### config.mk
export PLATFORM = sky130hd
export DESIGN_NAME = y_chunk_adder_flat
export DESIGN_NICKNAME = d
export VERILOG_FILES = /design/src/rtl/y_chunk_adder_if.sv /design/src/rtl/y_chunk_adder.sv /design/src/flat_wrapper.sv
export SDC_FILE = /design/constraint.sdc
export NUM_CORES = 1
export LEC_CHECK = 0
export ABC_AREA = 1
export BUFFER_PORTS_ARGS = -buffer_cell sky130_fd_sc_hd__buf_2
export CORE_MARGIN = 2
export CORE_UTILIZATION = 56
export CTS_CLUSTER_DIAMETER = 60
export CTS_CLUSTER_SIZE = 20
export DETAILED_ROUTE_END_ITERATION = 16
export PLACE_DENSITY = 0.92
export SYNTH_ARGS = -nofsm -noshare
export SYNTH_HDL_FRONTEND = slang
export SYNTH_SLANG_ARGS = --single-unit
### constraint.sdc
create_clock -name clk -period 5.4 [get_ports clk]
set_input_delay 0.81 -clock clk [delete_from_list [all_inputs] [get_ports clk]]
set_output_delay 0.81 -clock clk [all_outputs]
set_load 0.01 [all_outputs]
### src/rtl/y_chunk_adder_if.sv
// ---------------------------------------------------------------------------
// y_chunk_adder_if
// Handshake bundle for the chunked adder/subtractor.
//   master: operand producer / result consumer side
//     drives in_valid, a, b, cin, sub, out_ready
//     observes in_ready, out_valid, z, cout, ovf, zero
//   slave: the adder itself (mirror directions)
// WIDTH must match the WIDTH of the adder it is bound to.
// ---------------------------------------------------------------------------
interface y_chunk_adder_if #(
  parameter int WIDTH = 32
);
  logic             in_valid;
  logic             in_ready;
  logic [WIDTH-1:0] a;
  logic [WIDTH-1:0] b;
  logic             cin;
  logic             sub;
  logic             out_valid;
  logic             out_ready;
  logic [WIDTH-1:0] z;
  logic             cout;
  logic             ovf;
  logic             zero;

  modport master (
    output in_valid, a, b, cin, sub, out_ready,
    input  in_ready, out_valid, z, cout, ovf, zero
  );

  modport slave (
    input  in_valid, a, b, cin, sub, out_ready,
    output in_ready, out_valid, z, cout, ovf, zero
  );
endinterface

### src/rtl/y_chunk_adder.sv
// ---------------------------------------------------------------------------
// y_chunk_adder
// Multi-cycle add/subtract of two WIDTH-bit operands, CHUNK bits per clock,
// least significant chunk first, with one carry flop rippling between cycles.
// Ports:
//   clk    - clock, all state on the rising edge
//   reset  - asynchronous active-high reset
//   bus    - y_chunk_adder_if.slave:
//              in_valid/in_ready   operand handshake (ready only when idle)
//              a, b, cin, sub      operands; sub=1 computes a-b, cin ignored
//              out_valid/out_ready result handshake, result held until taken
//              z, cout, ovf, zero  result and flags (cout=1 means no borrow)
// ---------------------------------------------------------------------------
module y_chunk_adder #(
  parameter int WIDTH = 32,
  parameter int CHUNK = 4
) (
  input  logic            clk,
  input  logic            reset,
  y_chunk_adder_if.slave  bus
);

  localparam int NCH = WIDTH / CHUNK;
  localparam int CW  = (NCH > 1) ? $clog2(NCH) : 1;
  localparam logic [CW-1:0] LAST = CW'(NCH - 1);

  generate
    if (WIDTH < 1 || CHUNK < 1 || (WIDTH % CHUNK) != 0) begin : g_bad_param
      $error("y_chunk_adder: WIDTH must be a positive multiple of CHUNK");
    end
  endgenerate

  typedef enum logic [1:0] {
    IDLE,
    RUN,
    DONE
  } state_t;

  state_t           state_q, state_d;
  logic [CW-1:0]    cnt_q, cnt_d;
  logic             carry_q, carry_d;
  logic [WIDTH-1:0] a_q, a_d;
  logic [WIDTH-1:0] b_q, b_d;
  logic [WIDTH-1:0] res_q, res_d;
  logic [WIDTH-1:0] z_q, z_d;
  logic             cout_q, cout_d;
  logic             ovf_q, ovf_d;
  logic             zero_q, zero_d;
  logic             out_valid_q, out_valid_d;

  logic [CHUNK-1:0] a_chunk;
  logic [CHUNK-1:0] b_chunk;
  logic [CHUNK:0]   chunk_sum;
  logic             msb_carry_in;
  logic [WIDTH-1:0] res_next;

  // Operands are shifted right each RUN cycle, so the active chunk is
  // always the bottom CHUNK bits.
  assign a_chunk   = a_q[CHUNK-1:0];
  assign b_chunk   = b_q[CHUNK-1:0];
  assign chunk_sum = {1'b0, a_chunk} + {1'b0, b_chunk} + {{CHUNK{1'b0}}, carry_q};

  // Carry into the top bit of the chunk recovered from the sum bit:
  // s = a ^ b ^ c  =>  c = s ^ a ^ b. On the last chunk this is the carry
  // into bit WIDTH-1, which the signed overflow flag needs.
  assign msb_carry_in = chunk_sum[CHUNK-1] ^ a_chunk[CHUNK-1] ^ b_chunk[CHUNK-1];

  // Sum bits enter the result register from the top; after NCH cycles the
  // first chunk has reached bit 0. Shift form keeps NCH=1 legal.
  assign res_next = (res_q >> CHUNK) | (WIDTH'(chunk_sum[CHUNK-1:0]) << (WIDTH - CHUNK));

  always_comb begin
    state_d     = state_q;
    cnt_d       = cnt_q;
    carry_d     = carry_q;
    a_d         = a_q;
    b_d         = b_q;
    res_d       = res_q;
    z_d         = z_q;
    cout_d      = cout_q;
    ovf_d       = ovf_q;
    zero_d      = zero_q;
    out_valid_d = out_valid_q;

    case (state_q)
      IDLE: begin
        if (bus.in_valid) begin
          // Subtraction is a + ~b + 1; the +1 rides in on the carry flop.
          a_d     = bus.a;
          b_d     = bus.sub ? ~bus.b : bus.b;
          carry_d = bus.sub | bus.cin;
          cnt_d   = '0;
          state_d = RUN;
        end
      end

      RUN: begin
        a_d     = a_q >> CHUNK;
        b_d     = b_q >> CHUNK;
        res_d   = res_next;
        carry_d = chunk_sum[CHUNK];
        cnt_d   = cnt_q + CW'(1);
        if (cnt_q == LAST) begin
          // Visible outputs change only here, so no partial sum leaks out.
          z_d         = res_next;
          cout_d      = chunk_sum[CHUNK];
          ovf_d       = msb_carry_in ^ chunk_sum[CHUNK];
          zero_d      = (res_next == '0);
          out_valid_d = 1'b1;
          cnt_d       = '0;
          state_d     = DONE;
        end
      end

      DONE: begin
        if (bus.out_ready) begin
          out_valid_d = 1'b0;
          state_d     = IDLE;
        end
      end

      default: begin
        out_valid_d = 1'b0;
        state_d     = IDLE;
      end
    endcase
  end

  always_ff @(posedge clk or posedge reset) begin
    if (reset) begin
      state_q     <= IDLE;
      cnt_q       <= '0;
      carry_q     <= 1'b0;
      a_q         <= '0;
      b_q         <= '0;
      res_q       <= '0;
      z_q         <= '0;
      cout_q      <= 1'b0;
      ovf_q       <= 1'b0;
      zero_q      <= 1'b0;
      out_valid_q <= 1'b0;
    end else begin
      state_q     <= state_d;
      cnt_q       <= cnt_d;
      carry_q     <= carry_d;
      a_q         <= a_d;
      b_q         <= b_d;
      res_q       <= res_d;
      z_q         <= z_d;
      cout_q      <= cout_d;
      ovf_q       <= ovf_d;
      zero_q      <= zero_d;
      out_valid_q <= out_valid_d;
    end
  end

  assign bus.in_ready  = (state_q == IDLE);
  assign bus.out_valid = out_valid_q;
  assign bus.z         = z_q;
  assign bus.cout      = cout_q;
  assign bus.ovf       = ovf_q;
  assign bus.zero      = zero_q;

endmodule

### src/flat_wrapper.sv
// flat-port wrapper written by rule: the top's interface ports become plain ports
module y_chunk_adder_flat 
#(
  parameter int WIDTH = 32,
  parameter int CHUNK = 4
)
  (clk, reset, bus_in_valid, bus_a, bus_b, bus_cin, bus_sub, bus_out_ready, bus_in_ready, bus_out_valid, bus_z, bus_cout, bus_ovf, bus_zero);
  y_chunk_adder_if #(.WIDTH(WIDTH)) bus_i ();
  input  logic clk;
  input  logic reset;
  input wire logic [$bits(bus_i.in_valid)-1:0] bus_in_valid;
  input wire logic [$bits(bus_i.a)-1:0] bus_a;
  input wire logic [$bits(bus_i.b)-1:0] bus_b;
  input wire logic [$bits(bus_i.cin)-1:0] bus_cin;
  input wire logic [$bits(bus_i.sub)-1:0] bus_sub;
  input wire logic [$bits(bus_i.out_ready)-1:0] bus_out_ready;
  output wire logic [$bits(bus_i.in_ready)-1:0] bus_in_ready;
  output wire logic [$bits(bus_i.out_valid)-1:0] bus_out_valid;
  output wire logic [$bits(bus_i.z)-1:0] bus_z;
  output wire logic [$bits(bus_i.cout)-1:0] bus_cout;
  output wire logic [$bits(bus_i.ovf)-1:0] bus_ovf;
  output wire logic [$bits(bus_i.zero)-1:0] bus_zero;
  assign bus_i.in_valid = bus_in_valid;
  assign bus_i.a = bus_a;
  assign bus_i.b = bus_b;
  assign bus_i.cin = bus_cin;
  assign bus_i.sub = bus_sub;
  assign bus_i.out_ready = bus_out_ready;
  assign bus_in_ready = bus_i.in_ready;
  assign bus_out_valid = bus_i.out_valid;
  assign bus_z = bus_i.z;
  assign bus_cout = bus_i.cout;
  assign bus_ovf = bus_i.ovf;
  assign bus_zero = bus_i.zero;
  y_chunk_adder #(.WIDTH(WIDTH), .CHUNK(CHUNK)) u_core (.clk(clk), .reset(reset), .bus(bus_i));
endmodule
# == After elaboration in Yosys (flattened, before gate mapping) ==
# Cells that the tools add are included.
# totals
reg_bits,138
latch_bits,0
ram_bits,0
rom_bits,0
inputBits,70
output_inout_bits,37
wordCells,51
mem_count,0
# op_classes
addsub,3
mul,0
n_div,0
order_cmp,0
n_eq_ne,6
shift,0
muxes,17
n_bitwise,7
reduce_logical,7
# ops
operator,count
$pmux 32 s2,2
$mux 32,3
$logic_not 32->1,1
$not 32->32,1
$or 28x32->32,1
$mux 2,3
$mux 3,2
$pmux 2 s3,1
$pmux 3 s2,1
$reduce_and 3->1,2
$add 4x4->5,1
$add 5x1->5,1
$ne 2x2->1 const B,2
$reduce_and 2->1,2
$add 3x1->3 const B,1
$eq 3x3->1 const B,1
$mux 1,3
$pmux 1 s3,1
$xor 1x1->1,3
$eq 2x1->1 const B,1
$eq 2x2->1 const B,1
$logic_not 2->1,1
$ne 2x1->1 const B,1
$pmux 1 s2,1
other kinds (3),3

# == Longest topological paths before layout ==
# Gate-level depths: netlist of the first run.
# logic_depth
word_depth,5
ltp_mapped,9
mapped_depth_nobuf,9

# == Least setup slack after synthesis of the first run ==
# No wires, ideal clock.
# synth_path
path_type,flip-flop to flip-flop
start,register u_core.b_q[0]
end,register u_core.zero_q (netlist: u_core.bus.zero)
setup_ns,0.065
t_arrival_ns,1.836
required_time_ns,5.335
path_slack_ns,3.499
stages_incl_launch_ff,10
synth_period_minus_slack_ns,1.901
path_cell_list,dfrtp_1 -> fa_1 -> fa_1 -> nor2_1 -> nand3_1 -> nor2_1 -> nand2_1 -> nor2_1 -> nand3_1 -> nand2_1
# synth_via
elab_chain_len,4
# synth_rtl
element,line,text
"start, declared",y_chunk_adder.sv:43,"logic [WIDTH-1:0] b_q, b_d;"
"start signal, assigned",y_chunk_adder.sv:135,b_q <= '0;
"start signal, assigned",y_chunk_adder.sv:147,b_q <= b_d;
$add 4x4->5,y_chunk_adder.sv:61,"assign chunk_sum = {1'b0, a_chunk} + {1'b0, b_chunk} + {{CHUNK{1'b0}}, carry_q};"
$add 5x1->5,y_chunk_adder.sv:61,
named net u_core.chunk_sum[1],y_chunk_adder.sv:53,logic [CHUNK:0] chunk_sum;
$or 28x32->32,y_chunk_adder.sv:70,assign res_next = (res_q >> CHUNK) | (WIDTH'(chunk_sum[CHUNK-1:0]) << (WIDTH - CHUNK));
$logic_not 32->1,y_chunk_adder.sv:108,zero_d = (res_next == '0);
"end signal, assigned",y_chunk_adder.sv:152,zero_q <= zero_d;
"end, declared",y_chunk_adder.sv:48,"logic zero_q, zero_d;"
# The timed path passes the listed nets, and every way through them passes these cells.
# A chain may end at the register's enable or synchronous reset.

# == Worst setup path after layout of the first run ==
# layout_path
start,register u_core.state_q[1]
end,register u_core.b_q[5]
# layout_via
elab_chain_len,3
word_cells_on_any_way,6
cone_classes,eq/ne: 2; mux: 1; reduce/logical: 3
# layout_rtl
element,line,text
"start, declared",y_chunk_adder.sv:39,"state_t state_q, state_d;"
"start signal, assigned",y_chunk_adder.sv:143,state_q <= state_d;
$eq 2x1->1 / $logic_not 2->1 (equally long branches),y_chunk_adder.sv:85,case (state_q)
$reduce_bool 2->1 (no source line) / $ne 2x2->1 (equally long branches),n/a,
$reduce_and 2->1 (no source line),n/a,
# Several ways; a longest one is shown, not always the timed one.

==> run_results.csv, run 1 <==
group,metric,value,unit
pwr,vdd_ir_drop_max,297.0,µV
pwr,clockPowerShare,28.6,%
floorplanning,initial_core_util,57.45,%
cts,cts_tree,"yes",
layout,syn_to_final_growth,18.84,%
sta,post-route-period-util,55.96,%
pwr,p_int,2.652,mW
yosys,ys_seq_elements,134,
yosys,avgSynthCellArea,9.508,µm²
cts,insertion_delay,520,ps
yosys,synth.most_common_cell,"nand2_1",
placement,place_area,6399,µm²
floorplanning,core,10280,µm²
layout,seqCellArea,3353,µm²
floorplanning,fp-row-count,37,
cts,cts_root_buffer,"clkbuf_8",
placement,gp_routability_congestion,0.8033,
pwr,sw_frac_of_total,37.15,%
sta,hold_viol,0,
worst_setup_path,critPathCaptureType,"flip-flop",
yosys,syn_nets,698,
sta,relSlewSlack,34.56,%
sta,fin_crit,3022,ps
layout,fin_nets,789,
yosys,synth_edf_count,0,
layout,fillCellCount,760,
sta,tightestPinTransition,981.7,ps
global_routing,grtUsageTotal,25.57,%
yosys,synthCells,621,
detailed_routing,wl_per_cell,15.80,µm
detailed_routing,via_count,4767,
yosys,dominantRegCellSynth,"dfrtp_1",
sta,setup_violations,0,
worst_setup_path,cp.required,5740,ps
detailed_routing,drcViolationCount,0,
cts,h-tree-depth,4,
worst_setup_path,cpPeakStageDelay,700,ps
worst_setup_path,crit_fanout,101,
yosys,yosys-top-cells-count,"nand2_1 (185), dfrtp_1 (134), o21ai_0 (49)",
worst_setup_path,crit_path_cell_trace,"nor2_4, buf_4, inv_4, nand2_2, inv_2, a22oi_1, o21ai_0",
global_routing,grt-ovfl-total,0,
cts,cts_sinks,134,
yosys,ys_warn_count,0,
cts,clkTransAtPathRegs,60,ps
pwr,power.total,4.220,mW
pwr,pwr-share-comb,31.9,%
yosys,synth_top_cell_by_area,"dfrtp_1",
sta,hold-worst-slack,473.8,ps
detailed_routing,vias_per_cell,5.537,
global_routing,grt_max_degree,102,
worst_setup_path,startpoint_type,"flip-flop",
yosys,yosysSeqAreaShare,56.79,%
sta,fin_setup_tns,0,ps
cts,cts-resized-gates,0,
yosys,async_reset_ff_share,100.0,%
placement,hpwl,8298,µm
worst_setup_path,crit_slowest_cell,"buf_4",
global_routing,grt_pass1_wl,22780,µm
detailed_routing,wirelength,13600,µm
worst_setup_path,crit_type,"reg -> reg",
floorplanning,die-area,11380,µm²
yosys,synthesis.area,5904,µm²
run,max_cap_viol_count,0,
layout,fin_area,7017,µm²
detailed_routing,dr.pass1.iters,4,
sta,max_freq,330.9,MHz
pwr,cellPowerDensity,601.5,nW/µm²
detailed_routing,drtIter0Drc,442,
yosys,yosys.area.top_type_share,56.79,%
layout,multiInputGateArea,2130,µm²
pwr,power.leakage,3.445,nW
outcome,status,"finished clean",
sta,rsz0062_at_grt,"no",
worst_setup_path,critPathTopFamily,"buffers and inverters",
worst_setup_path,crit_buf_inv,3,
floorplanning,die_x,106.7,µm
sta,clock_skew,9.636,ps
hold_path,worstHoldPathType,"reg -> reg",
detailed_routing,ant_nets,0,
floorplanning,die_height,106.7,µm
layout,diodes,0,
yosys,yosys-top-cells-area,"dfrtp_1 (57%), nand2_1 (12%), xnor2_1 (4.9%)",
cts,post_cts_buffers,0,
placement,port_buffers,106,
pwr,power_frac_seq,39.5,%
global_routing,antenna_found_initial,0,
cts,cts_hold_buffers,0,
cts,cts_buffers,17,
global_routing,grt_pass1_vias,4823,
pwr,power_switching,1.568,mW
sta,drv_slew,0,
worst_setup_path,cp.arrival,3370,ps
yosys,yosys.cell_types.count,32,
floorplanning,io_pins,107,
cts,clockBufferDepth,2,
layout,layout-drive-gt1-share,20.55,%
[tightest hold or removal path, cell delays in order (launching register included)]
cell     delay [ps]
dfrtp_1         340
nand2_1          60
nand2_1          50
[power by group through the flow]
stage / Sequential, mW / Clock [mW] / Combinational (mW)
2_1_floorplan: 1.66 / 0 / 0.936
4_1_cts: 1.66 / 1.22 / 1.34
3_3_place_gp: 1.64 / 0 / 1.23
6_report: 1.67 / 1.21 / 1.35
3_5_place_dp: 1.66 / 0 / 1.29
5_1_grt: 1.70 / 1.27 / 1.52
[layer usage]
| layer | vias up | routed length [µm] | track usage, % |
|---|---|---|---|
| li1 | 2214 | - | - |
| met1 | 2320 | 5525 | 32.62 |
| met2 | 200 | 6884 | 42.99 |
| met3 | 33 | 802 | 5.593 |
| met4 | 0 | 388 | 9.647 |
| met5 | - | 0 | 0 |
[cell type report]
class / instances / area share (%)
timing repair buffer: 108 / 7.775
clock inverter: 13 / 2.800
tap: 136 / 2.425
clock buffer: 19 / 6.009
inverter: 52 / 2.853
sequential: 134 / 47.79
multi-input combinational: 399 / 30.35
[placed cells by master, fill, tap and decap left out, types with 2 or more instances in the layout]
cell	Yosys	layout
fa_1	2	2
o211ai_1	26	26
clkinv_4	0	4
xnor2_1	33	33
bufinv_16	0	4
clkbuf_16	0	16
ha_1	5	5
nand2_2	2	2
nand2_1	185	185
clkbuf_1	8	2
a32o_1	3	3
buf_2	14	106
nor3_1	2	2
inv_2	4	4
nor2_1	12	12
o22ai_1	2	2
o21ai_0	49	49
buf_4	7	2
inv_6	0	2
inv_1	47	46
inv_4	1	2
nand3_1	15	15
dfrtp_1	134	134
a22oi_1	23	23
o221ai_1	3	3
nand4_1	2	2
o21ai_1	28	28
[state kept, by name, indices dropped and copies added, names as in the netlist]
name                  count
u_core.cnt_q              3
u_core.bus.z             32
u_core.b_q               32
u_core.res_q             28
u_core.state_q            2
u_core.bus.zero           1
u_core.bus.ovf            1
u_core.a_q               32
u_core.bus.cout           1
u_core.bus.out_valid      1
u_core.carry_q            1
[path summary, 6_finish.rpt]
| path | endpoint | slack (ps) | start | cells past startpoint |
|---|---|---|---|---|
| max in group asynchronous | u_core.a_q[30] | 3650 | reset | 3 |
| max | u_core.b_q[5] | 2380 | u_core.state_q[1] | 7 |
| max reg2reg | u_core.b_q[5] | 2380 | u_core.state_q[1] | 7 |
| min reg2reg | u_core.bus.z[0] | 470 | u_core.bus.z[0] | 2 |
| min | u_core.bus.z[0] | 470 | u_core.bus.z[0] | 2 |
| min in group asynchronous | u_core.bus.z[5] | 510 | reset | 2 |
[stage by stage]
step	worst slack [ps]	std cells	util, %
after floorplan	1007	621	-
after global placement	2711	829	62.26
after detailed placement	2579	829	62.26
after CTS	2409	861	68.27
after global routing	2188	861	68.27
final	2378	861	68.27
[kinds of logic (layout without fill, tap and decap cells)]
group                    after synthesis  in the layout  synth area share [%]
AO/OA/AOI/OAI                        137            137                 14.28
XOR/XNOR                              33             33                 4.895
adder cells (fa/ha/maj)                7              7                 1.738
buffers and inverters                 88            192                 7.141
flip-flops                           134            134                 56.79
AND/OR/NAND/NOR                      222            222                 15.15
(Power assumes the default switching activity.)
==> inputs of run 2 (changes only) <==
Settings changed: CORE_UTILIZATION 56 to 50, PLACE_DENSITY 0.92 to 0.88.
Clock period 5.4 ns to 2.71 ns, I/O delays scaled along.
==> run_results.csv, run 2 (same netlist as run 1, synthesis figures left out) <==
group,metric,value,unit
global_routing,grt_pass1_vias,4536,
cts,cts_sinks,134,
placement,dpl_worst_slack,567.6,ps
cts,clockBufferDepth,2,
sta,max_freq,457.7,MHz
placement,gp_routability_congestion,0.8062,
floorplanning,die_height,112.7,µm
floorplanning,core,11470,µm²
cts,cts_tree,"yes",
pwr,cellPowerDensity,1154,nW/µm²
pwr,power.leakage,3.456,nW
worst_setup_path,startpoint_type,"flip-flop",
detailed_routing,via_count,4599,
sta,relSlewSlack,45.49,%
global_routing,antenna_found_initial,0,
floorplanning,initial_core_util,51.49,%
hold_path,worstHoldPathType,"in -> async",
worst_setup_path,crit_fanout,45,
detailed_routing,wl_per_cell,14.81,µm
sta,fin_crit,2185,ps
cts,cts_buffers,17,
detailed_routing,vias_per_cell,5.274,
layout,diodes,0,
sta,fin_setup_tns,0,ps
layout,layout-drive-gt1-share,20.99,%
layout,syn_to_final_growth,19.28,%
run,max_cap_viol_count,0,
outcome,status,"finished clean",
global_routing,grtUsageTotal,21.94,%
cts,clkTransAtPathRegs,60,ps
placement,hpwl,8446,µm
sta,post-route-period-util,80.63,%
cts,h-tree-depth,4,
floorplanning,io_pins,107,
detailed_routing,drtIter0Drc,376,
worst_setup_path,cp.arrival,2470,ps
pwr,vdd_ir_drop_max,632.1,µV
sta,rsz0062_at_grt,"no",
cts,cts-resized-gates,0,
detailed_routing,wirelength,12910,µm
layout,final_common_cell,"nand2_1",
global_routing,grt_max_degree,135,
floorplanning,die_x,112.7,µm
sta,tightestPinTransition,817.7,ps
cts,cts_hold_buffers,0,
detailed_routing,drcViolationCount,0,
floorplanning,die-area,12690,µm²
worst_setup_path,critPathCaptureType,"flip-flop",
sta,hold_viol,0,
worst_setup_path,cp.required,3000,ps
cts,cts_root_buffer,"clkbuf_16",
sta,setup_slack,525.0,ps
placement,port_buffers,106,
global_routing,grt-ovfl-total,0,
detailed_routing,ant_nets,0,
floorplanning,fp-row-count,39,
layout,post-route-util,61.42,%
layout,fin_nets,795,
cts,insertion_delay,420,ps
sta,drv_slew,0,
detailed_routing,dr.pass1.iters,5,
sta,setup_violations,0,
global_routing,grt_pass1_wl,22020,µm
worst_setup_path,crit_type,"reg -> reg",
sta,clock_skew,5.127,ps
layout,final_cell_mix,"nand2_1 (185), dfrtp_1 (134), buf_2 (106)",
cts,post_cts_buffers,0,
==> run 2: changes by cell type in the layout (fill, tap and decap cells not counted), moves of 2 or more <==
cell / change
buf_4: +4
clkinv_2: +3
clkinv_4: -3
buf_12: +2
bufinv_16: -2
clkinvlp_4: +2
inv_6: -2
==> run 2: cell type report <==
type	instances	area (µm²)
Fill cell	923	4424
Sequential cell	134	3353
Multi-Input combinational cell	399	2130
Timing Repair Buffer	114	615.6
Clock buffer	21	460.4
Inverter	52	201.4
Tap cell	143	178.9
Clock inverter	9	103.9
==> run 2: power breakdown <==
part           internal (mW)  leakage, nW  switching, mW
clock                   1.38        0.275          0.819
combinational          0.986         1.44           1.63
sequential              2.81         1.74          0.501
total                   5.18         3.46           2.95
==> run 2: final timing paths <==
| check | slack [ps] | cells after the start | end | start |
|---|---|---|---|---|
| worst max register to register | 520 | 7 | u_core.b_q[24] | u_core.state_q[1] |
| worst max-delay path | 520 | 7 | u_core.b_q[24] | u_core.state_q[1] |
| worst min-delay path | 160 | 3 | u_core.bus.z[5] | reset |
| worst min register to register | 470 | 2 | u_core.bus.z[2] | u_core.bus.z[2] |
| max in group asynchronous | 1990 | 3 | u_core.bus.z[11] | reset |
| min in group clk | 190 | 3 | u_core.a_q[23] | bus_a[23] |
==> run 2: worst max-delay path, cell delays in order (launching register included) <==
cell	delay [ps]
dfrtp_1	440
nor2_4	330
inv_4	190
nand2_2	280
inv_2	170
buf_4	310
a22oi_1	200
o21ai_0	120
==> run 2: through the flow <==
step                instance area (µm²)  cells  power, mW  hold WS (ps)
finish                             7043    872      8.131         158.1
global route                       7043    872      8.741         191.5
CTS                                7043    872      8.179         175.6
detailed placement                 6479    842      5.927         457.1
global placement                   6479    842      5.789         450.8
floorplan                          5908    621      5.163         449.5
==> run 2: metal layers <==
| layer | wire length, µm | vias to the layer above | global-route usage (%) |
|---|---|---|---|
| li1 | - | 2225 | - |
| met3 | 813 | 25 | 6.533 |
| met5 | 0 | - | 0 |
| met4 | 265 | 0 | 9.268 |
| met2 | 6260 | 164 | 34.41 |
| met1 | 5571 | 2185 | 28.61 |
==> inputs of run 3 (changes only) <==
Settings changed: ABC_AREA 1 to 0, CORE_UTILIZATION 50 to 51.
Clock period 2.71 ns to 1.84 ns, I/O delays scaled along.
==> run_results.csv, run 3 <==
group,metric,value,unit
yosys,yosys.area_share.adder,1.635,%
cts,cts_tree,"yes",
cts,clockBufferDepth,2,
worst_setup_path,cp.required,2190,ps
sta,fin_crit,2075,ps
yosys,synth_top_family_by_area,"compound AO/OA/AOI/OAI gates",
outcome,status,"complete, but fails checks",
pwr,vdd_ir_drop_max,819.4,µV
worst_setup_path,startpoint_type,"flip-flop",
pwr,power.total,13.72,mW
global_routing,grtUsageTotal,22.96,%
detailed_routing,dr.pass1.iters,5,
floorplanning,core,12010,µm²
yosys,avgSynthCellArea,10.37,µm²
yosys,yosys-top-cells-count,"dfrtp_1 (134), nand2_1 (110), a21oi_1 (65)",
sta,clock_skew,7.473,ps
yosys,synthesis.area,6275,µm²
placement,gp_routability_congestion,0.8236,
cts,insertion_delay,420,ps
sta,rsz0062_at_grt,"yes",
cts,cts_buffers,17,
worst_setup_path,crit_path_cell_trace,"fa_2, fa_2, nor4_2, nand4_1, a2111oi_4, a21o_1",
floorplanning,io_pins,107,
placement,place_area,7133,µm²
layout,syn_to_final_growth,23.47,%
cts,h-tree-depth,4,
worst_setup_path,r2r-start,"u_core.carry_q",
yosys,synth_edf_count,0,
worst_setup_path,crit_fanout,2,
layout,final_common_cell,"dfrtp_1",
floorplanning,die_x,114.9,µm
detailed_routing,vias_per_cell,5.601,
worst_setup_path,cpPeakStageDelay,430,ps
worst_setup_path,cp.arrival,2420,ps
hold_path,holdPathStages,2,
layout,final_cell_mix,"dfrtp_1 (132), nand2_1 (110), buf_2 (106)",
yosys,ys_warn_count,0,
layout,fin_area,7747,µm²
yosys,synth_top_cell_by_area,"dfrtp_1",
pwr,power.leakage,3.735,nW
worst_setup_path,crit_type,"reg -> reg",
detailed_routing,via_count,4918,
worst_setup_path,r2r_cells,6,
yosys,syn_nets,682,
floorplanning,die-area,13210,µm²
yosys,dominantRegCellSynth,"dfrtp_1",
detailed_routing,wirelength,14150,µm
cts,cts_sinks,134,
layout,diodes,0,
sta,max_freq,482.0,MHz
global_routing,grt-ovfl-total,0,
yosys,yosys-top-cells-area,"dfrtp_1 (53%), nand2_1 (6.6%), mux2_1 (5.4%)",
yosys,synth_mux_area_share,5.384,%
cts,clkTransAtPathRegs,60,ps
yosys,yosys.area.top_type_share,53.44,%
yosys,yosysSeqAreaShare,53.44,%
layout,layout-drive-gt1-share,25.03,%
worst_setup_path,crit_buf_inv,0,
outcome,violations,"setup timing",
worst_setup_path,worst-path-stages,6,
sta,relSlewSlack,55.26,%
layout,fin_nets,795,
hold_path,worstHoldPathType,"in -> reg",
worst_setup_path,critPathCaptureType,"flip-flop",
pwr,cellPowerDensity,1771,nW/µm²
placement,dpl_worst_slack,-272.7,ps
floorplanning,die_height,114.9,µm
floorplanning,initial_core_util,52.24,%
yosys,async_reset_ff_share,100.0,%
worst_setup_path,worst_path_most_repeated_cell,"fa_2",
yosys,synth_compound_area_share,15.93,%
sta,setup_slack,-234.5,ps
detailed_routing,wl_per_cell,16.12,µm
cts,cts_root_buffer,"clkbuf_16",
yosys,synthCells,605,
sta,tightestPinTransition,669.5,ps
global_routing,grt_max_degree,62,
placement,port_buffers,106,
yosys,ys_seq_elements,134,
global_routing,grt_pass1_wl,23780,µm
detailed_routing,ant_nets,0,
detailed_routing,drcViolationCount,0,
sta,hold_viol,0,
sta,post-route-period-util,112.7,%
worst_setup_path,critPathTopFamily,"adder cells",
sta,setup_violations,2,
global_routing,grt_pass1_vias,4974,
worst_setup_path,cp-startpoint,"u_core.carry_q",
detailed_routing,drtIter0Drc,331,
floorplanning,fp-row-count,40,
hold_path,min_from,"bus_a[29]",
yosys,yosys.cell_types.count,35,
placement,hpwl,9798,µm
global_routing,antenna_found_initial,1,
yosys,synth-simple-area-share,15.55,%
yosys,synth.most_common_cell,"dfrtp_1",
sta,drv_slew,0,
worst_setup_path,crit_slowest_cell,"fa_2",
run,max_cap_viol_count,0,
yosys,synth_xor_area_share,4.746,%
[run 3: changes by cell type after synthesis, sizes merged, moves of 30 or more]
cell / before / now
mux2: 0 / 30
a21oi: 1 / 65
o21ai: 77 / 37
nor2b: 0 / 41
inv: 52 / 3
nand2: 187 / 110
[run 3: metal layers]
layer  GRT usage, %  vias up  wire [µm]
li1               -     2322          -
met1          27.97     2416       5898
met5              0        -         13
met4          10.60        2        337
met3          6.273       30        777
met2          38.20      148       7125
[run 3: layout make-up]
| cell class | instances | area (µm²) |
|---|---|---|
| clock buffer | 22 | 444.2 |
| clock inverter | 10 | 130.1 |
| fill | 918 | 4264 |
| inverter | 3 | 15.01 |
| multi-input combinational | 423 | 2759 |
| sequential | 134 | 3356 |
| tap | 147 | 183.9 |
| timing repair buffer | 139 | 859.6 |
[run 3: power by group]
part / switching (mW) / total [mW] / internal, mW
clock network: 1.20 / 3.31 / 2.11
logic: 2.74 / 5.20 / 2.46
registers: 0.946 / 5.21 / 4.26
total: 4.88 / 13.7 / 8.84
[run 3: path summary, 6_finish.rpt]
path	endpoint	slack, ps
setup / recovery	u_core.bus.zero	-230
hold / removal	u_core.a_q[29]	70
setup reg to reg	u_core.bus.zero	-230
hold reg to reg	u_core.bus.z[12]	480
max in group asynchronous	u_core.bus.z[0]	970
min in group asynchronous	u_core.bus.out_valid	320
[run 3: kinds of logic after synthesis]
family,after synthesis
AND/OR/NAND/NOR,194
AO/OA/AOI/OAI,158
flip-flops,134
buffers and inverters,48
XOR/XNOR,34
multiplexers,30
adder cells (fa/ha/maj),7
[run 3: through the flow]
step	TNS [ps]	util, %	std cells	hold WS, ps
after floorplan	-13780	-	605	362.3
after global placement	-314.3	59.39	844	213.0
after detailed placement	-477.6	59.39	844	208.8
after CTS	-465.4	64.40	878	65.92
after global routing	-736.9	64.50	878	75.67
final	-435.1	64.50	878	73.72
[run 3: timing repair]
action / 4_1_cts / 5_1_grt
hold buffers: 1 / 0
cloned: 0 / 0
buffers inserted: 1 / 0
resized for setup: 2 / 3
endpoints found under the hold margin: 2 / 0
setup endpoints to repair: 4 / 28
